`config.mk`:
```
export PLATFORM = sky130hd
export DESIGN_NAME = panxi_sleep_ctrl
export DESIGN_NICKNAME = d
export VERILOG_FILES = /design/src/rtl/panxi_pkg.sv /design/src/rtl/panxi_sat_counter.sv /design/src/rtl/panxi_sleep_ctrl.sv
export SDC_FILE = /design/constraint.sdc
export NUM_CORES = 1
export LEC_CHECK = 0
export BUFFER_PORTS_ARGS = -buffer_cell sky130_fd_sc_hd__buf_4
export CAP_MARGIN = 20
export CORE_MARGIN = 4
export CORE_UTILIZATION = 55
export DETAILED_ROUTE_END_ITERATION = 8
export GPL_ROUTABILITY_DRIVEN = 0
export GPL_TIMING_DRIVEN = 0
export PLACE_DENSITY_LB_ADDON = 0.25
export SYNTH_ARGS = -nofsm -noshare
export SYNTH_HDL_FRONTEND = slang
export SYNTH_SLANG_ARGS = --single-unit
```
`constraint.sdc`:
```
create_clock -name clk_i -period 5 [get_ports clk_i]
set_clock_uncertainty 0.15 [all_clocks]
set_input_delay 1 -clock clk_i [delete_from_list [all_inputs] [get_ports clk_i]]
set_output_delay 1 -clock clk_i [all_outputs]
set_load 0.1 [all_outputs]
```
`src/rtl/panxi_pkg.sv`:
```
// Shared types and constants for the panxi core sleep/wake controller.
//   sleep_state_e        : controller FSM states (3-bit encoding)
//   SLEEP_DELAY_DEFAULT  : default idle window before the core clock is gated
//   WAKE_DELAY_DEFAULT   : default clock-running settle time before release
package panxi_pkg;

  typedef enum logic [2:0] {
    RESET_WAIT = 3'd0,
    RUN        = 3'd1,
    DRAIN      = 3'd2,
    SLEEP      = 3'd3,
    WAKE       = 3'd4
  } sleep_state_e;

  localparam int SLEEP_DELAY_DEFAULT = 4;
  localparam int WAKE_DELAY_DEFAULT  = 2;

endpackage

```
`src/rtl/panxi_sat_counter.sv`:
```
// Saturating up-counter with synchronous clear.
//   clk_i   : clock
//   rst_ni  : asynchronous active-low reset (count returns to zero)
//   clr_i   : synchronous clear, takes priority over inc_i
//   inc_i   : increment by one, holding at all-ones once reached
//   count_o : registered count value
module panxi_sat_counter #(
  parameter int WIDTH = 32
) (
  input  logic             clk_i,
  input  logic             rst_ni,
  input  logic             clr_i,
  input  logic             inc_i,
  output logic [WIDTH-1:0] count_o
);

  logic [WIDTH-1:0] count_q;
  logic [WIDTH-1:0] count_d;

  always_comb begin
    count_d = count_q;
    if (clr_i) begin
      count_d = '0;
    end else if (inc_i && (count_q != '1)) begin
      count_d = count_q + 1'b1;
    end
  end

  always_ff @(posedge clk_i or negedge rst_ni) begin
    if (!rst_ni) begin
      count_q <= '0;
    end else begin
      count_q <= count_d;
    end
  end

  assign count_o = count_q;

endmodule

```
`src/rtl/panxi_sleep_ctrl.sv`:
```
// Core sleep/wake controller driving the enable of the core's latch-based
// clock-gate cell. Runs on the free-running clock.
//   clk_i          : free-running clock (never the gated clock)
//   rst_ni         : asynchronous active-low reset
//   fetch_enable_i : boot release, only looked at while waiting after reset
//   wfi_i          : core has retired a WFI (level)
//   core_busy_i    : fetch/LSU/multicycle activity still in flight
//   irq_pending_i  : enabled interrupt pending (level)
//   debug_req_i    : debug halt request (level)
//   clr_stats_i    : synchronous clear of sleep_cycles_o
//   clock_en_o     : registered enable to the clock-gate cell
//   core_sleep_o   : registered, core asleep or not yet released
//   wake_o         : one-cycle pulse on the first RUN cycle after WAKE
//   sleep_cycles_o : saturating count of cycles spent in SLEEP
module panxi_sleep_ctrl
  import panxi_pkg::*;
#(
  parameter int SLEEP_DELAY = SLEEP_DELAY_DEFAULT,
  parameter int WAKE_DELAY  = WAKE_DELAY_DEFAULT
) (
  input  logic        clk_i,
  input  logic        rst_ni,
  input  logic        fetch_enable_i,
  input  logic        wfi_i,
  input  logic        core_busy_i,
  input  logic        irq_pending_i,
  input  logic        debug_req_i,
  input  logic        clr_stats_i,
  output logic        clock_en_o,
  output logic        core_sleep_o,
  output logic        wake_o,
  output logic [31:0] sleep_cycles_o
);

  localparam int MAX_DELAY = (SLEEP_DELAY > WAKE_DELAY) ? SLEEP_DELAY : WAKE_DELAY;
  localparam int CNT_W     = $clog2(MAX_DELAY + 1);

  localparam logic [CNT_W-1:0] SLEEP_LAST = CNT_W'(SLEEP_DELAY - 1);
  localparam logic [CNT_W-1:0] WAKE_LAST  = CNT_W'(WAKE_DELAY - 1);

  sleep_state_e     state_q, state_d;
  logic [CNT_W-1:0] cnt_q, cnt_d;
  logic             clock_en_q, clock_en_d;
  logic             core_sleep_q, core_sleep_d;
  logic             wake_q, wake_d;
  logic             wake_cond;

  assign wake_cond = irq_pending_i | debug_req_i;

  always_comb begin
    state_d = state_q;
    cnt_d   = cnt_q;
    wake_d  = 1'b0;
    unique case (state_q)
      RESET_WAIT: begin
        if (fetch_enable_i) state_d = RUN;
      end
      RUN: begin
        // A pending wake source cancels the WFI outright.
        if (wfi_i && !wake_cond) begin
          state_d = DRAIN;
          cnt_d   = '0;
        end
      end
      DRAIN: begin
        // Aborting the drain is not a wake-up, so no wake_o pulse here.
        if (wake_cond || !wfi_i) begin
          state_d = RUN;
        end else if (core_busy_i) begin
          cnt_d = '0;
        end else if (cnt_q == SLEEP_LAST) begin
          state_d = SLEEP;
        end else begin
          cnt_d = cnt_q + 1'b1;
        end
      end
      SLEEP: begin
        if (wake_cond) begin
          state_d = WAKE;
          cnt_d   = '0;
        end
      end
      WAKE: begin
        // Committed once entered: the clock settles even if wake_cond drops.
        if (cnt_q == WAKE_LAST) begin
          state_d = RUN;
          wake_d  = 1'b1;
        end else begin
          cnt_d = cnt_q + 1'b1;
        end
      end
      default: begin
        state_d = RESET_WAIT;
        cnt_d   = '0;
      end
    endcase

    // Outputs are decoded from the next state and registered, so the gate
    // enable never sees a combinational path from the inputs.
    clock_en_d   = (state_d == RUN) || (state_d == DRAIN) || (state_d == WAKE);
    core_sleep_d = (state_d == RESET_WAIT) || (state_d == SLEEP) || (state_d == WAKE);
  end

  always_ff @(posedge clk_i or negedge rst_ni) begin
    if (!rst_ni) begin
      state_q      <= RESET_WAIT;
      cnt_q        <= '0;
      clock_en_q   <= 1'b0;
      core_sleep_q <= 1'b1;
      wake_q       <= 1'b0;
    end else begin
      state_q      <= state_d;
      cnt_q        <= cnt_d;
      clock_en_q   <= clock_en_d;
      core_sleep_q <= core_sleep_d;
      wake_q       <= wake_d;
    end
  end

  panxi_sat_counter #(
    .WIDTH (32)
  ) u_sleep_cnt (
    .clk_i   (clk_i),
    .rst_ni  (rst_ni),
    .clr_i   (clr_stats_i),
    .inc_i   (state_q == SLEEP),
    .count_o (sleep_cycles_o)
  );

  assign clock_en_o   = clock_en_q;
  assign core_sleep_o = core_sleep_q;
  assign wake_o       = wake_q;

endmodule
```
==> flow_summary.yaml <==
outcome:
  outcome: "finished clean"
drt:
  ant_nets: 0
  routed_wl_mm: 5.222
  drtIter0Drc: 152
  viasPerCell: 6.163
  wire_per_inst_um: 15.50
  firstDrtPassIters: 4
  dr_total_vias: 2077
  drc: 0
logic_synthesis:
  netlist.area_leader.share_pct: 43.43
  synthMuxAreaShare_pct: 2.334
  synth_top_area_cell: "dfrtp_1"
  yosysWarnings: 0
  synthTopCellsByArea: "dfrtp_1 (43%), a21oi_1 (5.9%), o31ai_1 (4.2%), or4_1 (3.9%), or3_1 (3.5%)"
  yosys.area_share.adder_pct: 2.172
  synth_enable_flop_cells: 0
  synth.most_common_cell: "dfrtp_1"
  syn_nets: 249
  ys_seq_area_share_pct: 44.57
  syn_area_um2: 2305
  synth.ff_latch_count: 41
  synth_area_per_cell_um2: 9.725
  syn_inst: 237
  synthXorXnorAreaFrac_pct: 1.900
  synthTopCellsByCount: "dfrtp_1 (40), a21oi_1 (27), nand2_1 (16)"
  synthArstFlopShare_pct: 100.0
  synth_top_flop_cell: "dfrtp_1"
  synth-compound-area-share_pct: 18.95
  yosysUniqueCellTypes: 48
  synth_top_family_by_area: "simple AND/OR/NAND/NOR gates"
  synthSimpleGateAreaFrac_pct: 25.68
power:
  vdd_drop_max_uv: 316.8
  total_power_mw: 0.8311
  p_leak_nw: 1.184
  powerDensity_nw_per_um2: 299.7
clock_network:
  cts_buffers: 5
  cts_resized: 0
  clockRootBuffer: "clkbuf_8"
  cts.path.max_buffers: 2
  cts_tree: "done"
  hold_buffers: 0
  cts_num_sinks: 41
  post_cts_buffers: 0
  cts_max_level: 2
  clk_pin_slew_ns: 0.08
  clock_latency_ns: 0.30
sta:
  setup_viol: 0
  grt_setup_unrepaired: "false"
  drv_slew: 0
  fmax_ghz: 0.4209
  fin_crit_sh_pct: 47.52
  hold_viol: 0
  tightest_slew_ns: 0.7422
  relSlewSlack_pct: 50.39
  period_needed_ns: 2.376
  tns_ns: 0
cells_and_area:
  syn_to_final_growth_pct: 20.30
  nets: 298
  num_antenna_cells: 0
  drive_gt1_share_pct: 22.30
  finish.utilization_pct: 68.82
  fillCellCount: 350
critical_path:
  cp_top_family: "simple AND/OR/NAND/NOR gates"
  slowest_stage: "or3_1"
  cp.buffers_inverters: 2
  startpoint_type: "flop"
  worstPathCellList: "clkbuf_1 -> and3b_1 -> and3_1 -> buf_2 -> o211ai_1 -> or3_1 -> a21oi_1"
  crit_fanout: 9
  end_kind: "flop"
  arrival_ns: 2.45
  critical_path_class: "reg2reg"
  cp.required_ns: 5.07
  critPathMaxStageDelay_ns: 0.41
  reg2reg_setup_slack_ns: 2.62
placement:
  dp_hpwl_mm: 3.596
  place.port_buffers: 42
global_routing:
  antenna_found_initial: 0
  track_usage_pct: 20.91
  first_global_vias: 1925
  grt_max_degree: 42
  globalRouteOverflowTotal: 0
  grt_pass1_wl_mm: 8.694
floorplanning:
  ios: 43
  rows: 23
  start_util_pct: 57.20
  dieArea_um2: 5290
  core_area_um2: 4029
  die_y_um: 72.74
  fp.dieW_um: 72.74
run:
  cap_violations: 0
min_path:
  min_path_type: "reg2reg"
-- placed cells by master, fill, tap and decap left out, drive strengths merged, types with 3 or more instances in the layout --
| master | n |
|---|---|
| a21oi | 27 |
| and3 | 3 |
| and4 | 6 |
| buf | 49 |
| clkbuf | 14 |
| dfrtp | 40 |
| ha | 4 |
| inv | 6 |
| mux2 | 3 |
| nand2 | 16 |
| nand3 | 10 |
| nand4 | 9 |
| nor2 | 13 |
| o21ai | 16 |
| o31ai | 13 |
| or3 | 13 |
| or4 | 12 |
| xor2 | 3 |
-- path summary, 6_finish.rpt --
kind                                       from                                  end  cells past startpoint
hold reg to reg            cnt_q[1]$_DFFE_PN0P_                 cnt_q[1]$_DFFE_PN0P_                      1
max in group asynchronous                rst_ni               core_sleep_o$_DFF_PN1_                      1
setup / recovery           state_q[1]$_DFF_PN0_  u_sleep_cnt.count_o[22]$_DFFE_PN0P_                      7
min in group asynchronous                rst_ni  u_sleep_cnt.count_o[28]$_DFFE_PN0P_                      1
setup reg to reg           state_q[1]$_DFF_PN0_  u_sleep_cnt.count_o[22]$_DFFE_PN0P_                      7
hold / removal             cnt_q[1]$_DFFE_PN0P_                 cnt_q[1]$_DFFE_PN0P_                      1
-- worst register-to-register path, stage by stage, from the launching register on --
cell      delay [ns]
dfrtp_1         0.33
clkbuf_1        0.30
and3b_1         0.31
and3_1          0.18
buf_2           0.17
o211ai_1        0.28
or3_1           0.42
a21oi_1         0.17
-- metrics by stage --
step / hold WS, ns / instances / instance area [um2] / setup WS [ns]
finish: 0.3911 / 337 / 2773 / 2.624
global route: 0.4221 / 337 / 2773 / 2.465
CTS: 0.3998 / 337 / 2773 / 2.653
detailed placement: 0.3822 / 329 / 2683 / 2.554
global placement: 0.3726 / 329 / 2683 / 2.575
floorplan: 0.3540 / 237 / 2305 / 2.131
-- cell families (layout without fill, tap and decap cells) --
group / count (synthesis) / after routing
and+or+nand+nor: 95 / 95
AOI/OAI and AO/OA: 68 / 68
DFF: 41 / 41
buffers and inverters: 19 / 69
xor gates and xnor gates: 5 / 5
muxes: 5 / 5
adders and majority gates: 4 / 4
-- cell type report --
type / instances / area, um2 / area share [%]
multi-input combinational: 177 / 1176 / 42.42
sequential: 41 / 1027 / 37.05
timing repair buffer: 42 / 315.3 / 11.37
clock buffer: 8 / 90.09 / 3.249
buffer: 13 / 78.83 / 2.843
tap: 50 / 62.56 / 2.256
inverter: 6 / 22.52 / 0.8123
-- state kept, by name, indices dropped and copies added (netlist names) --
register / cells
state_q: 3
cnt_q: 3
u_sleep_cnt.count_o: 32
wake_o: 1
core_sleep_o: 1
clock_en_o: 1
-- per-layer routing --
metal / up-vias / wire length, um / share of wire (%) / track usage [%]
met4: 0 / 69 / 1.3 / 7.377
met2: 52 / 2486 / 48 / 33.77
li1: 1000 / - / - / -
met1: 1019 / 2383 / 46 / 26.97
met5: - / 0 / 0 / 0
met3: 6 / 282 / 5.4 / 5.785
-- where the power goes --
group / switching, mW / internal [mW] / total [mW] / leakage [nW]
clock: 0.117 / 0.113 / 0.230 / 0.0455
combinational: 0.154 / 0.0723 / 0.227 / 0.577
sequential: 0.0139 / 0.361 / 0.374 / 0.561
Power figures use the tool's default switching activity.
